$ cat src/rtl/add_pkg.sv
// Shared types for the wide-add beat sequencer.
package add_pkg;

   typedef enum logic [1:0] {
      ST_IDLE = 2'd0,
      ST_CALC = 2'd1,
      ST_DONE = 2'd2
   } add_seq_state_t;

endpackage

$ cat src/rtl/add_nnbit_ahead_serial.sv
// DATA_WIDTH-bit combinational adder slice with carry-in and carry-out.
module add_nnbit_ahead_serial #(
   parameter int unsigned DATA_WIDTH = 8
) (
   input  logic [DATA_WIDTH-1:0] i_num_a,
   input  logic [DATA_WIDTH-1:0] i_num_b,
   input  logic                  i_cry,
   output logic [DATA_WIDTH-1:0] o_res,
   output logic                  o_cry
);

   logic [DATA_WIDTH-1:0] gen;
   logic [DATA_WIDTH-1:0] prop;
   logic [DATA_WIDTH:0]   carry;

   assign gen  = i_num_a & i_num_b;
   assign prop = i_num_a ^ i_num_b;

   // Generate/propagate carry chain; synthesis flattens it into lookahead logic.
   always_comb begin
      carry    = '0;
      carry[0] = i_cry;
      for (int i = 0; i < int'(DATA_WIDTH); i++) begin
         carry[i+1] = gen[i] | (prop[i] & carry[i]);
      end
   end

   assign o_res = prop ^ carry[DATA_WIDTH-1:0];
   assign o_cry = carry[DATA_WIDTH];

endmodule

$ cat src/rtl/add_nnbit_beat_seq.sv
// Feeds wide operands to a DATA_WIDTH adder one slice per cycle, LSB first,
// and presents the assembled sum, carry and overflow on a valid/ready handshake.
module add_nnbit_beat_seq
   import add_pkg::*;
#(
   parameter int unsigned DATA_WIDTH = 8,
   parameter int unsigned BEAT_NUM   = 4
) (
   input  logic                             i_clk,
   input  logic                             i_rst_n,
   input  logic                             i_valid,
   output logic                             o_ready,
   input  logic [DATA_WIDTH*BEAT_NUM-1:0]   i_num_a,
   input  logic [DATA_WIDTH*BEAT_NUM-1:0]   i_num_b,
   input  logic                             i_cry,
   output logic                             o_valid,
   input  logic                             i_ready,
   output logic [DATA_WIDTH*BEAT_NUM-1:0]   o_res,
   output logic                             o_cry,
   output logic                             o_ovf,
   output logic                             o_busy
);

   localparam int unsigned TOTAL_WIDTH = DATA_WIDTH * BEAT_NUM;
   localparam int unsigned CW          = $clog2(BEAT_NUM);

   add_seq_state_t         state;
   logic [CW-1:0]          cnt;
   logic [CW-1:0]          cnt_inc;
   logic                   inc_carry;
   logic                   carry_reg;
   logic [TOTAL_WIDTH-1:0] a_reg;
   logic [TOTAL_WIDTH-1:0] b_reg;
   logic [DATA_WIDTH-1:0]  sl_a;
   logic [DATA_WIDTH-1:0]  sl_b;
   logic [DATA_WIDTH-1:0]  sum;
   logic                   sum_cry;
   logic                   last_beat;

   // Slice select for the current beat.
   always_comb begin
      sl_a = '0;
      sl_b = '0;
      for (int k = 0; k < int'(BEAT_NUM); k++) begin
         if (cnt == CW'(k)) begin
            sl_a = a_reg[k*DATA_WIDTH +: DATA_WIDTH];
            sl_b = b_reg[k*DATA_WIDTH +: DATA_WIDTH];
         end
      end
   end

   // Beat counter increment built from toggles so the adder stays the only arithmetic.
   always_comb begin
      cnt_inc   = '0;
      inc_carry = 1'b1;
      for (int i = 0; i < int'(CW); i++) begin
         cnt_inc[i] = cnt[i] ^ inc_carry;
         inc_carry  = inc_carry & cnt[i];
      end
   end

   assign last_beat = (cnt == CW'(BEAT_NUM - 1));

   add_nnbit_ahead_serial #(
      .DATA_WIDTH (DATA_WIDTH)
   ) u_adder (
      .i_num_a (sl_a),
      .i_num_b (sl_b),
      .i_cry   (carry_reg),
      .o_res   (sum),
      .o_cry   (sum_cry)
   );

   always_ff @(posedge i_clk or negedge i_rst_n) begin
      if (!i_rst_n) begin
         state     <= ST_IDLE;
         cnt       <= '0;
         carry_reg <= 1'b0;
         a_reg     <= '0;
         b_reg     <= '0;
         o_res     <= '0;
         o_cry     <= 1'b0;
         o_ovf     <= 1'b0;
         o_valid   <= 1'b0;
         o_ready   <= 1'b1;
         o_busy    <= 1'b0;
      end else begin
         case (state)
            ST_IDLE: begin
               if (i_valid) begin
                  a_reg     <= i_num_a;
                  b_reg     <= i_num_b;
                  carry_reg <= i_cry;
                  cnt       <= '0;
                  o_ready   <= 1'b0;
                  o_busy    <= 1'b1;
                  state     <= ST_CALC;
               end
            end
            ST_CALC: begin
               for (int k = 0; k < int'(BEAT_NUM); k++) begin
                  if (cnt == CW'(k)) begin
                     o_res[k*DATA_WIDTH +: DATA_WIDTH] <= sum;
                  end
               end
               carry_reg <= sum_cry;
               cnt       <= cnt_inc;
               if (last_beat) begin
                  o_cry   <= sum_cry;
                  // On the last beat the slice MSBs are the full-width sign bits.
                  o_ovf   <= (sl_a[DATA_WIDTH-1] == sl_b[DATA_WIDTH-1]) &&
                             (sum[DATA_WIDTH-1] != sl_a[DATA_WIDTH-1]);
                  o_valid <= 1'b1;
                  o_busy  <= 1'b0;
                  state   <= ST_DONE;
               end
            end
            ST_DONE: begin
               if (i_ready) begin
                  o_valid <= 1'b0;
                  o_ready <= 1'b1;
                  state   <= ST_IDLE;
               end
            end
            default: begin
               o_valid <= 1'b0;
               o_ready <= 1'b1;
               o_busy  <= 1'b0;
               state   <= ST_IDLE;
            end
         endcase
      end
   end

endmodule

$ cat config.mk
export PLATFORM = sky130hd
export DESIGN_NAME = add_nnbit_beat_seq
export DESIGN_NICKNAME = d
export VERILOG_FILES = /design/src/rtl/add_pkg.sv /design/src/rtl/add_nnbit_ahead_serial.sv /design/src/rtl/add_nnbit_beat_seq.sv
export SDC_FILE = /design/constraint.sdc
export NUM_CORES = 1
export LEC_CHECK = 0
export CAP_MARGIN = 15
export CORE_MARGIN = 8
export CORE_UTILIZATION = 50
export DETAILED_ROUTE_END_ITERATION = 16
export MAX_ROUTING_LAYER = met4
export PLACE_DENSITY = 0.8
export SYNTH_ARGS = -nofsm -noshare
export SYNTH_HDL_FRONTEND = slang
export SYNTH_SLANG_ARGS = --single-unit
$ cat constraint.sdc
create_clock -name i_clk -period 7.75 [get_ports i_clk]
set_input_delay 1.55 -clock i_clk [delete_from_list [all_inputs] [get_ports i_clk]]
set_output_delay 1.55 -clock i_clk [all_outputs]
set_load 0.005 [all_outputs]
Word-level counts from Yosys, hierarchy flattened
Cells that the tools add are included.

operators by class
  equality and inequality tests = 10
  mux-type cells = 25
  bitwise operators = 24
  reduce and logical (&&, ||, !) cells = 14

operators by type and width
  operator              count
  $mux W8               8
  $xor A8 B8 Y8         2
  $reduce_and A2 Y1     6
  $reduce_and A3 Y1     4
  $pmux W1 S3           3
  $and A1 B1 Y1         8
  $and A8 B8 Y8         1
  $mux W2               4
  $or A1 B1 Y1          8
  $mux W1               7
  $eq A2 B2 Y1 const B  3
  $ne A2 B2 Y1 const B  3
  $pmux W2 S3           1
  $eq A2 B1 Y1 const B  2
  $logic_not A2 Y1      2
  $not A1 Y1            4
  $pmux W2 S2           1
  $pmux W1 S2           1
  $reduce_bool A2 Y1    1
  $eq A1 B1 Y1          1
  $logic_and A1 B1 Y1   1
  $ne A1 B1 Y1          1
  $xor A1 B1 Y1         1

storage, ports and cells
  bits in registers = 106
  input bits = 69
  output and inout bits = 37
  logic and storage cells = 87

Longest topological paths before layout
Gate-level depths: netlist of run 1.

  depth in word-level cells = 23
  mapped depth = 21
  gate-level depth less buffers = 19

Cells and area by module
From an unflattened synthesis of run 1, not the netlist that was laid out.

second synthesis, totals
  cells, all modules = 356
  area, all modules = 5134.9 um^2

by module, submodules not included
  module                  times used  cells an instance  area an instance (um^2)  seq. area each (um^2)
  add_nnbit_beat_seq      1           338                4937.2                   2653.8
  add_nnbit_ahead_serial  1           18                 197.7                    0.0

Worst setup path before layout of run 1
OpenSTA, ideal clock, no wires.

  path kind = flip-flop to flip-flop
  from = register cnt[1]
  to = register o_ovf
  setup time = 125 ps
  arrival = 4534 ps
  data required time = 7625 ps
  path slack = 3091 ps
  cell stages (with the launch flop) = 22
  path buffers = 2
  period minus slack after synthesis = 4659 ps
  path through = dfrtp_1 inv_1 ha_1 buf_2 buf_4 nand2_1 a21oi_1 a21oi_1 o21ai_0 fa_1 fa_1 fa_1 inv_1 fa_1 fa_1 fa_1 fa_1 inv_1 fa_1 nor2b_1 nand4_1 nand3_1

between the ends
  longest elaborated chain between the ends = 23
  elaborated cells between the ends (all ways) = 33
  classes of those cells = eq/ne: 5; mux: 8; bitwise: 17; reduce/logical: 3

ends and longest elaborated chain
  what                     line                          RTL
  from (decl)              add_nnbit_beat_seq.sv:28      logic [CW-1:0] cnt;
  from (signal assigned)   add_nnbit_beat_seq.sv:107     cnt <= cnt_inc;
  $logic_not A2 Y1         add_nnbit_beat_seq.sv:45      if (cnt == CW'(k)) begin
  $mux W8 (4 in series)    add_nnbit_beat_seq.sv:45
  $xor A8 B8 Y8            add_nnbit_ahead_serial.sv:17  assign prop = i_num_a ^ i_num_b;
  $and A1 B1 Y1            add_nnbit_ahead_serial.sv:24  carry[i+1] = gen[i] | (prop[i] & carry[i]);
  $or A1 B1 Y1             add_nnbit_ahead_serial.sv:24
  $and A1 B1 Y1            add_nnbit_ahead_serial.sv:24
  $or A1 B1 Y1             add_nnbit_ahead_serial.sv:24
  $and A1 B1 Y1            add_nnbit_ahead_serial.sv:24
  (+5 left out)            --
  $and A1 B1 Y1            add_nnbit_ahead_serial.sv:24
  $or A1 B1 Y1             add_nnbit_ahead_serial.sv:24
  $and A1 B1 Y1            add_nnbit_ahead_serial.sv:24
  $or A1 B1 Y1             add_nnbit_ahead_serial.sv:24
  $xor A8 B8 Y8 (*)        add_nnbit_ahead_serial.sv:28  assign o_res = prop ^ carry[DATA_WIDTH-1:0];
  via sum[7]               add_nnbit_beat_seq.sv:36      logic [DATA_WIDTH-1:0] sum;
  $ne A1 B1 Y1 (*)         add_nnbit_beat_seq.sv:112     (sum[DATA_WIDTH-1] != sl_a[DATA_WIDTH-1]);
  $logic_and A1 B1 Y1 (*)  add_nnbit_beat_seq.sv:111     o_ovf <= (sl_a[DATA_WIDTH-1] == sl_b[DATA_WIDTH-1]) &&
  to (signal assigned)     add_nnbit_beat_seq.sv:111
  to (decl)                add_nnbit_beat_seq.sv:20      output logic o_ovf,

Mark *: on every way through the listed nets, which the timed path passes. The rest lies on a longest branch.
A chain may end at the register's enable or synchronous reset.

Worst setup path in the final report of run 1
Same ends and word-level chain as after synthesis.

==> run_results.csv, run 1 <==
group,metric,value,unit
worst_setup_path,path_class,"flip-flop to flip-flop",
finish,layout_commonest_cell,"dfrtp_1",
synth,ys_types,34,
worst_setup_path,critPathBufInv,3,
timing,timing.final.crit_period,5.356,ns
synth,syn-num-nets,468,
synth,synth_mux_area_frac,0.2245,
finish,final_area,6409,um2
clocking,cts_hold_buf,0,
synth,synth_edf_count,0,
floorplanning,row_count,37,
route,wl_met1,5428,um
clocking,cts_tree,"done",
floorplanning,start_util,0.5072,
power_and_ir_drop,p_per_area,468.3,nW/um2
synth,synth_area_leader_cell,"dfrtp_1",
clocking,cts-buffers-inserted,9,
power_and_ir_drop,p_leak,2.811,nW
timing,period_share,0.6910,
synth,synthAdderAreaFrac,0.04311,
clocking,clkTransAtPathRegs,0.10,ns
clocking,ctsResizeCount,0,
global_route,gr-usage-all-layers,0.1713,
worst_setup_path,startpoint_type,"flip-flop",
synth,ys.flop_type,"dfrtp_1",
timing,fmax,186.7,MHz
power_and_ir_drop,fin_total_pwr,0.003001,W
route,met2_wirelength,5291,um
synth,ys_seq_area_frac,0.5137,
floorplanning,ios,106,
synth,synth_top_family_by_area,"multiplexers",
finish,drive_above_1_share,0.2279,
flow_run,maxCapViolations,0,
synth,synthXorXnorAreaFrac,0,
route,avgRoutedWirePerCell,18.28,um
synth,synth-simple-area-share,0.09542,
timing,slew_headroom,0.2613,
placement,place_hpwl,8555,um
route,drcViolationCount,0,
clocking,clock-root-buffer,"clkbuf_8",
timing,maxSlewViolCount,0,
finish,fin_util,0.6292,
finish,multi_input_area,2246,um2
placement,placed_cell_area,6171,um2
global_route,grt_pass1_wl,18800,um
synth,synth_top_cell_area_share,0.5086,
placement,gp_congestion,0.7936,
clocking,cts_setup_buffers,0,
clocking,cts_buffer_depth,2,
timing,worst_slew_pin_slew,1.108,ns
finish,antenna_cells,0,
synth,synth_compound_area_frac,0.07169,
worst_setup_path,crit_slowest_cell,"ha_1",
worst_setup_path,critPathTopFamily,"adder cells",
clocking,insertion_delay,0.37,ns
synth,ys_warn_count,0,
route,first_pass_iters,5,
worst_setup_path,path_cells,"inv_1 > ha_1 > nand2_1 > a21oi_1 > a21oi_1 > o21ai_0 > fa_1 > fa_1 > fa_1 > inv_1 > fa_1 > fa_1 > fa_1 > fa_1 > inv_1 > fa_1 > nor2b_1 > nand4_1 > nand3_1",
worst_setup_path,worstSetupEndpointType,"flip-flop",
status,status,"completed",
floorplanning,coreArea,10180,um2
route,top_layer,"met4",
worst_hold_path,min_path_type,"flip-flop to flip-flop",
global_route,antenna_found_initial,0,
synth,synthTopCellsByArea,"dfrtp_1 (51%), mux2_4 (19%), mux2_2 (3.3%), fa_1 (3.1%), nand2_1 (2.6%)",
global_route,overflow,0,
global_route,grt_max_degree,89,
worst_setup_path,worstPathRequired,8.01,ns
worst_setup_path,slowest_delay,0.85,ns
timing,grt_setup_unrepaired,"false",
route,ant_nets,0,
synth,synth_cells,386,
timing,hold_violations,0,
global_route,grt_pass1_vias,3561,
floorplanning,die_w,117.7,um
worst_setup_path,crit_top_cell,"fa_1",
power_and_ir_drop,ir_worst_vdd,195.9,uV
floorplanning,die-area,13840,um2
synth,syn_area_per_cell,13.38,um2
route,wirelength,11390,um
synth,ys_ff_latch,106,
finish,layout.filler_cells,815,
floorplanning,die_h,117.7,um
synth,syn_area,5166,um2
route,first_iter_violations,255,
timing,hold_slack,0.4901,ns
route,routed_via_density,5.247,
finish,final_cell_mix,"dfrtp_1 (105), clkdlybuf4s50_1 (104), mux2_4 (66)",
timing,setup_viol,0,
clocking,cts_sinks,106,
finish,regArea,2654,um2
finish,fin_nets,564,
worst_setup_path,crit_fanout,33,
clocking,htree_levels,3,
route,num_vias,3269,
placement,port_buffers,105,
finish,syn_to_final_growth,24.05,%
synth,synthArstFlopShare,1.000,
timing,fin_skew,0.01260,ns
route,route.met3.wl,504,um
worst_setup_path,critPathArrivalTime,5.61,ns
timing,tns,0,ns
## layout make-up
class,instances,area share
Sequential cell,106,0.4141
Multi-Input combinational cell,249,0.3504
Tap cell,136,0.02655
Clock inverter,6,0.01132
Clock buffer,10,0.02148
Timing Repair Buffer,110,0.1726
Inverter,6,0.003514
## cell usage after synthesis (2+ instances only)
master,count
dfrtp_1,105
o22ai_1,2
buf_2,6
buf_4,2
mux2_2,15
mux2_4,66
a21oi_1,26
ha_1,5
nor2b_1,18
buf_6,5
inv_1,6
a221oi_1,8
fa_1,8
nor2_1,9
nor3_1,9
nand2_4,3
nand3b_1,7
clkbuf_1,6
nand2_1,36
o21ai_0,25
buf_12,6
## stage by stage
step           cells  worst slack (ns)
6_report         623             2.394
5_1_grt          623             1.993
4_1_cts          622             2.383
3_5_place_dp     606             2.418
3_3_place_gp     606             2.597
2_1_floorplan    386             3.091
## logic make-up (layout without fill, tap and decap cells)
kind of cell	after synthesis	after routing
flops	106	106
simple gates	90	90
mux	81	81
compound gates	65	65
buf+inv	31	132
fa+ha+maj	13	13
## worst paths after layout
| kind | from | end | slack [ns] | cells past startpoint |
|---|---|---|---|---|
| max in group asynchronous | i_rst_n | o_ready$_DFFE_PN1P_ | 5.77 | 3 |
| setup reg to reg | cnt[1]$_DFFE_PN0P_ | o_ovf$_DFFE_PN0P_ | 2.39 | 19 |
| hold / removal | o_res[3]$_DFFE_PN0P_ | o_res[3]$_DFFE_PN0P_ | 0.49 | 2 |
| min in group asynchronous | i_rst_n | b_reg[10]$_DFFE_PN0P_ | 1.02 | 1 |
| setup / recovery | cnt[1]$_DFFE_PN0P_ | o_ovf$_DFFE_PN0P_ | 2.39 | 19 |
| hold reg to reg | o_res[3]$_DFFE_PN0P_ | o_res[3]$_DFFE_PN0P_ | 0.49 | 2 |
## power by group
group	total (W)	internal (W)	switching, W
sequential	0.00103	0.000836	0.000190
combinational	0.00162	0.000881	0.000736
clock	0.000358	0.000162	0.000195
total	0.00300	0.00188	0.00112
## per-layer routing
metal / GRT usage / vias up
li1: - / 1532
met1: 0.2286 / 1621
met2: 0.2569 / 99
met3: 0.03501 / 17
met4: 0.05604 / 0
met5: - / -
## worst min-delay path, stage by stage, from the launching register on
cell and delay [ns]:
dfrtp_1 0.35, nand2_1 0.05, o21ai_0 0.06
No activity file was read; power rests on OpenSTA's default activity.
==> inputs of run 2 (changes only) <==
- CORE_UTILIZATION: 50 -> 47
- PLACE_DENSITY: 0.8 -> 0.79
- clock period: 7.75 -> 4.65 ns (I/O delays scaled with it)
==> run 2 against run 1 <==
Die area grew 5.5%. Worst hold slack worse by 0.0016 ns. Fmax rose by 19%.
==> run_results.csv, run 2 (synthesized netlist as in run 1, its figures left out) <==
group,metric,value,unit
clocking,clkTransAtPathRegs,0.10,ns
worst_setup_path,r2r-start,"cnt[1]$_DFFE_PN0P_",
route,num_vias,3314,
floorplanning,coreArea,10790,um2
flow_run,maxCapViolations,0,
placement,port_buffers,105,
floorplanning,ios,106,
timing,fin_skew,0.008881,ns
global_route,grt_pass1_wl,18400,um
placement,placed_cell_area,6233,um2
placement,dp_slack,-0.01931,ns
worst_setup_path,path_class,"flip-flop to flip-flop",
floorplanning,row_count,38,
global_route,use_met1,0.2138,
clocking,cts-buffers-inserted,9,
route,first_pass_iters,4,
worst_setup_path,ff2ff_setup_slack,0.17,ns
finish,regArea,2654,um2
worst_hold_path,holdPathStages,2,
worst_setup_path,rr_endpoint,"o_ovf$_DFFE_PN0P_",
timing,worst_slew_pin_slew,0.8846,ns
global_route,use_met2,0.2501,
finish,antenna_cells,0,
finish,layout.filler_cells,846,
worst_hold_path,worst_hold_path.endpoint,"o_res[14]$_DFFE_PN0P_",
finish,fin_nets,570,
worst_setup_path,startpoint_type,"flip-flop",
timing,period_share,0.9640,
timing,hold_violations,0,
global_route,use_met3,0.03310,
route,routed_via_density,5.235,
clocking,insertion_delay,0.37,ns
floorplanning,start_util,0.4787,
finish,syn_to_final_growth,25.91,%
floorplanning,die_w,120.8,um
route,first_iter_violations,261,
route,avgRoutedWirePerCell,18.38,um
worst_setup_path,worstSetupEndpointType,"flip-flop",
clocking,htree_levels,3,
timing,hold_slack,0.4885,ns
route,drcViolationCount,0,
worst_hold_path,min_path_type,"flip-flop to flip-flop",
timing,timing.final.crit_period,4.482,ns
route,wirelength,11630,um
floorplanning,die_h,120.8,um
timing,fin_ws,0.1676,ns
route,ant_nets,0,
clocking,clock-root-buffer,"clkbuf_8",
worst_setup_path,worstRegToRegCells,19,
timing,maxSlewViolCount,0,
worst_setup_path,worstPathRequired,4.91,ns
finish,final_cell_mix,"dfrtp_1 (105), clkdlybuf4s50_1 (104), mux2_4 (66)",
global_route,grt_pass1_vias,3541,
timing,setup_viol,0,
status,status,"completed",
clocking,cts_tree,"done",
global_route,gr-usage-all-layers,0.1643,
worst_setup_path,crit_fanout,6,
finish,drive_above_1_share,0.2515,
finish,multi_input_area,2276,um2
global_route,antenna_found_initial,0,
worst_setup_path,critPathArrivalTime,4.74,ns
power_and_ir_drop,p_per_area,798.8,nW/um2
global_route,overflow,0,
timing,fmax,223.1,MHz
placement,gp_congestion,0.8281,
clocking,cts_buffer_depth,2,
power_and_ir_drop,ir_worst_vdd,301.1,uV
finish,layout_commonest_cell,"dfrtp_1",
worst_hold_path,hp-start,"o_res[14]$_DFFE_PN0P_",
power_and_ir_drop,p_leak,2.841,nW
global_route,top_usage_layer,"met2",
timing,slew_headroom,0.4103,
placement,place_hpwl,8713,um
clocking,cts_sinks,106,
floorplanning,die-area,14600,um2
power_and_ir_drop,fin_total_pwr,0.005196,W
finish,final_area,6505,um2
global_route,grt_max_degree,72,
-- run 2: changes by cell type in the layout (fill, tap and decap cells not counted), moves of 2 or more --
cell	before	now
buf_4	5	11
bufinv_16	1	3
clkbuf_1	0	2
fa_1	8	2
fa_2	0	6
ha_1	5	3
inv_6	3	0
o21ai_0	25	22
o21ai_1	0	3
-- run 2: critical path, cell delays in order (launching register included) --
cell and delay [ns]:
dfrtp_1 0.39, inv_1 0.10, ha_2 0.21, nand3b_1 0.16, a21oi_1 0.15, a21oi_1 0.06, o21ai_1 0.22, fa_2 0.26
fa_2 0.22, fa_1 0.17, inv_1 0.06, fa_2 0.40, fa_2 0.39, fa_2 0.35, fa_1 0.36, inv_1 0.09
fa_2 0.48, nor2b_1 0.16, nand4_1 0.08, nand3_1 0.06
-- run 2: area by class of cell --
class / instances / area share
clock buffers: 11 / 0.02020
clock inverters: 5 / 0.01577
inverters: 6 / 0.003462
multi-input cells: 249 / 0.3499
flip-flops and latches: 106 / 0.4080
well taps: 140 / 0.02693
repair buffers: 116 / 0.1758
-- run 2: how the worst max path moves through the flow --
stage	from	to	slack [ns]	depth (start not counted)
finish	cnt[1]$_DFFE_PN0P_	o_ovf$_DFFE_PN0P_	0.17	19
global route	cnt[1]$_DFFE_PN0P_	o_ovf$_DFFE_PN0P_	-0.002	19
CTS	cnt[1]$_DFFE_PN0P_	o_ovf$_DFFE_PN0P_	0.001	19
detailed placement	cnt[1]$_DFFE_PN0P_	o_ovf$_DFFE_PN0P_	-0.02	19
global placement	cnt[1]$_DFFE_PN0P_	o_ovf$_DFFE_PN0P_	0.07	19
floorplan	cnt[1]$_DFFE_PN0P_	o_ovf$_DFFE_PN0P_	0.06	21
-- run 2: power by group --
part	switching [W]	total (W)	leakage [nW]	internal, W
Sequential	0.000329	0.00172	1.27	0.00139
Clock	0.000307	0.000665	0.114	0.000357
Combinational	0.00125	0.00281	1.46	0.00156
Total	0.00189	0.00520	2.84	0.00331
-- run 2: stage by stage --
step | util | std cells | setup TNS (ns)
after floorplan | - | 386 | 0
after global placement | 0.5776 | 616 | 0
after detailed placement | 0.5776 | 616 | -0.02934
after CTS | 0.5992 | 632 | 0
after global routing | 0.6027 | 633 | -0.002006
final | 0.6027 | 633 | 0
-- run 2: what timing repair did --
item | in CTS | in global routing
gates resized for setup | 1 | 11
hold endpoints to repair | 0 | 0
pin swaps | 0 | 3
hold buffers | 0 | 0
buffers inserted | 0 | 1
endpoints found under the setup margin | 5 | 5
gates cloned | 0 | 0
-- run 2: layer usage --
layer	wire (um)	part of all wire	up-vias
met2	5344	0.46	93
met1	5505	0.47	1658
li1	-	-	1545
met5	0	0	-
met3	582	0.050	18
met4	199	0.017	0
==> inputs of run 3 (changes only) <==
- RECOVER_POWER: not set -> 25
- clock period: 4.65 -> 3.79 ns (I/O delays scaled with it)
==> run 3 against run 2 <==
The run now ends with max-capacitance violations, max-slew violations, negative setup slack left. Largest power group unchanged. Combinational power rose by 35%. Utilization rose by 1.8 points. Global-route usage rose by 0.82 points. Sequential power rose by 22%. Via count rose by 1.4%. Register-to-register slack got worse by 0.70 ns. Sequential share of layout area fell by 1.2 points. Routed wire length rose by 2.0%. Clock power rose by 12%.
==> run_results.csv, run 3 (synthesized netlist as in run 1, its figures left out) <==
group,metric,value,unit
route,drcViolationCount,0,
floorplanning,row_count,38,
global_route,overflow,0,
power_and_ir_drop,p_int,0.004166,W
clocking,clock-root-buffer,"clkbuf_8",
worst_setup_path,path_class,"flip-flop to flip-flop",
route,ant_nets,0,
finish,final_cell_mix,"dfrtp_1 (105), clkdlybuf4s50_1 (104), mux2_4 (68)",
floorplanning,start_util,0.4787,
worst_setup_path,worstPathRequired,4.06,ns
finish,multi_input_area,2331,um2
timing,grt_setup_unrepaired,"true",
status,violations,"max-capacitance violations, max-slew violations, negative setup slack",
finish,layout.filler_cells,824,
power_and_ir_drop,p_leak,2.948,nW
worst_setup_path,startpoint_type,"flip-flop",
global_route,grt_pass1_wl,19080,um
global_route,grt_max_degree,66,
worst_setup_path,critPathTopFamily,"adder cells",
finish,fin_nets,588,
placement,dp_slack,-0.6144,ns
finish,drive_above_1_share,0.3072,
timing,setup_viol,9,
timing,period_share,1.139,
clocking,cts_tree,"done",
global_route,antenna_found_initial,0,
route,top_layer,"met4",
worst_setup_path,crit_fanout,6,
floorplanning,coreArea,10790,um2
worst_setup_path,crit_top_cell,"fa_2",
route,routed_via_density,5.163,
timing,maxSlewViolCount,65,
clocking,cts-buffers-inserted,9,
power_and_ir_drop,p_clk_frac,0.112,
worst_setup_path,crit_slowest_cell,"fa_2",
global_route,grt_pass1_vias,3589,
clocking,insertion_delay,0.39,ns
status,status,"finished with violations",
global_route,gr-usage-all-layers,0.1724,
power_and_ir_drop,p_switching,0.002473,W
flow_run,maxCapViolations,1,
timing,slew_headroom,-0.08813,
power_and_ir_drop,p_per_area,990.7,nW/um2
route,avgRoutedWirePerCell,18.22,um
floorplanning,die_w,120.8,um
finish,final_cells,651,
finish,regArea,2654,um2
clocking,cts_buffer_depth,2,
floorplanning,die_h,120.8,um
power_and_ir_drop,power_frac_comb,0.572,
worst_setup_path,worstSetupEndpointType,"flip-flop",
timing,worst_slew_pin_slew,1.632,ns
timing,fin_ws,-0.5278,ns
floorplanning,ios,106,
placement,port_buffers,105,
worst_hold_path,min_path_type,"flip-flop to flip-flop",
finish,fin_util,0.6209,
finish,syn_to_final_growth,29.72,%
worst_setup_path,slowest_delay,0.48,ns
placement,place_hpwl,9015,um
power_and_ir_drop,ir_worst_vdd,408.1,uV
worst_setup_path,critPathBufInv,3,
route,first_pass_iters,4,
clocking,cts_sinks,106,
route,route.met3.wl,553,um
finish,layout_commonest_cell,"dfrtp_1",
placement,dp_cells,631,
route,first_iter_violations,235,
route,num_vias,3361,
timing,timing.final.crit_period,4.318,ns
floorplanning,die-area,14600,um2
clocking,htree_levels,3,
placement,gp_congestion,0.8181,
power_and_ir_drop,switching_share,0.3725,
timing,hold_violations,0,
clocking,clkTransAtPathRegs,0.12,ns
power_and_ir_drop,power_frac_seq,0.316,
route,wirelength,11860,um
route,wl_met1,5217,um
route,met2_wirelength,5786,um
finish,antenna_cells,0,
worst_setup_path,critPathArrivalTime,4.59,ns
timing,fmax,231.6,MHz
worst_setup_path,path_cells,"inv_2 > ha_4 > nand3b_1 > a21oi_1 > a21oi_1 > o21ai_1 > fa_2 > fa_2 > fa_2 > inv_2 > fa_2 > fa_2 > fa_2 > fa_2 > inv_2 > fa_2 > nor2b_4 > nand4_1 > nand3_1",
timing,fin_skew,0.02375,ns
## run 3: cell count changes in the layout (fill, tap and decap cells not counted), sizes merged
| cell | previous run | this run |
|---|---|---|
| bufinv | 3 | 1 |
| clkinv | 1 | 2 |
| buf | 12 | 29 |
| inv | 6 | 9 |
| clkbuf | 11 | 10 |
## run 3: worst paths after layout
check	startpoint	endpoint	slack [ns]	cells after the start
setup / recovery	cnt[0]$_DFFE_PN0P_	o_ovf$_DFFE_PN0P_	-0.53	19
max in group asynchronous	i_rst_n	b_reg[23]$_DFFE_PN0P_	2.04	1
min in group asynchronous	i_rst_n	b_reg[28]$_DFFE_PN0P_	0.78	1
hold reg to reg	o_res[5]$_DFFE_PN0P_	o_res[5]$_DFFE_PN0P_	0.49	2
hold / removal	o_res[5]$_DFFE_PN0P_	o_res[5]$_DFFE_PN0P_	0.49	2
setup reg to reg	cnt[0]$_DFFE_PN0P_	o_ovf$_DFFE_PN0P_	-0.53	19
## run 3: final cells by class
class	instances	area share
clock inverters	7	0.01400
well taps	140	0.02614
inverters	6	0.003361
multi-input cells	249	0.3478
repair buffers	134	0.1942
clock buffers	9	0.01848
flip-flops and latches	106	0.3960
## run 3: routing by layer
metal  global-route usage  vias to the layer above
li1                     -                     1581
met1               0.2176                     1670
met2               0.2680                       88
met3              0.03263                       22
met4              0.07104                        0
met5                    -                        -
## run 3: through the flow
step                      setup TNS, ns  total power [W]  hold WS (ns)  instance area (um2)
after floorplan                  -2.593         0.004521        0.4624                 5234
after global placement           -2.123         0.005540        0.4594                 6414
after detailed placement         -3.627         0.005714        0.4715                 6414
after CTS                        -2.730         0.006563        0.4823                 6664
after global routing             -4.730         0.007089        0.5178                 6701
final                            -3.066         0.006639        0.4926                 6701
## run 3: repair_timing
action | CTS | global route
hold buffers | 0 | 0
pin swaps | 0 | 4
buffers inserted | 2 | 2
resized for setup | 6 | 14
endpoints found under the setup margin | 11 | 11
## run 3: worst reg2reg max path, delay by kind of cell (launching register included)
family	cells	cell delay [ns]
adders and majority gates	9	2.72
buffers and inverters	3	0.23
DFF	1	0.44
and+or+nand+nor	4	0.41
AOI/OAI and AO/OA	3	0.43
## run 3: power groups by stage
| stage | logic (W) | clock network (W) | registers, W |
|---|---|---|---|
| detailed placement | 0.00360 | 0 | 0.00212 |
| global route | 0.00411 | 0.000811 | 0.00217 |
| global placement | 0.00345 | 0 | 0.00209 |
| CTS | 0.00371 | 0.000755 | 0.00210 |
| floorplan | 0.00254 | 0 | 0.00198 |
| finish | 0.00379 | 0.000745 | 0.00210 |
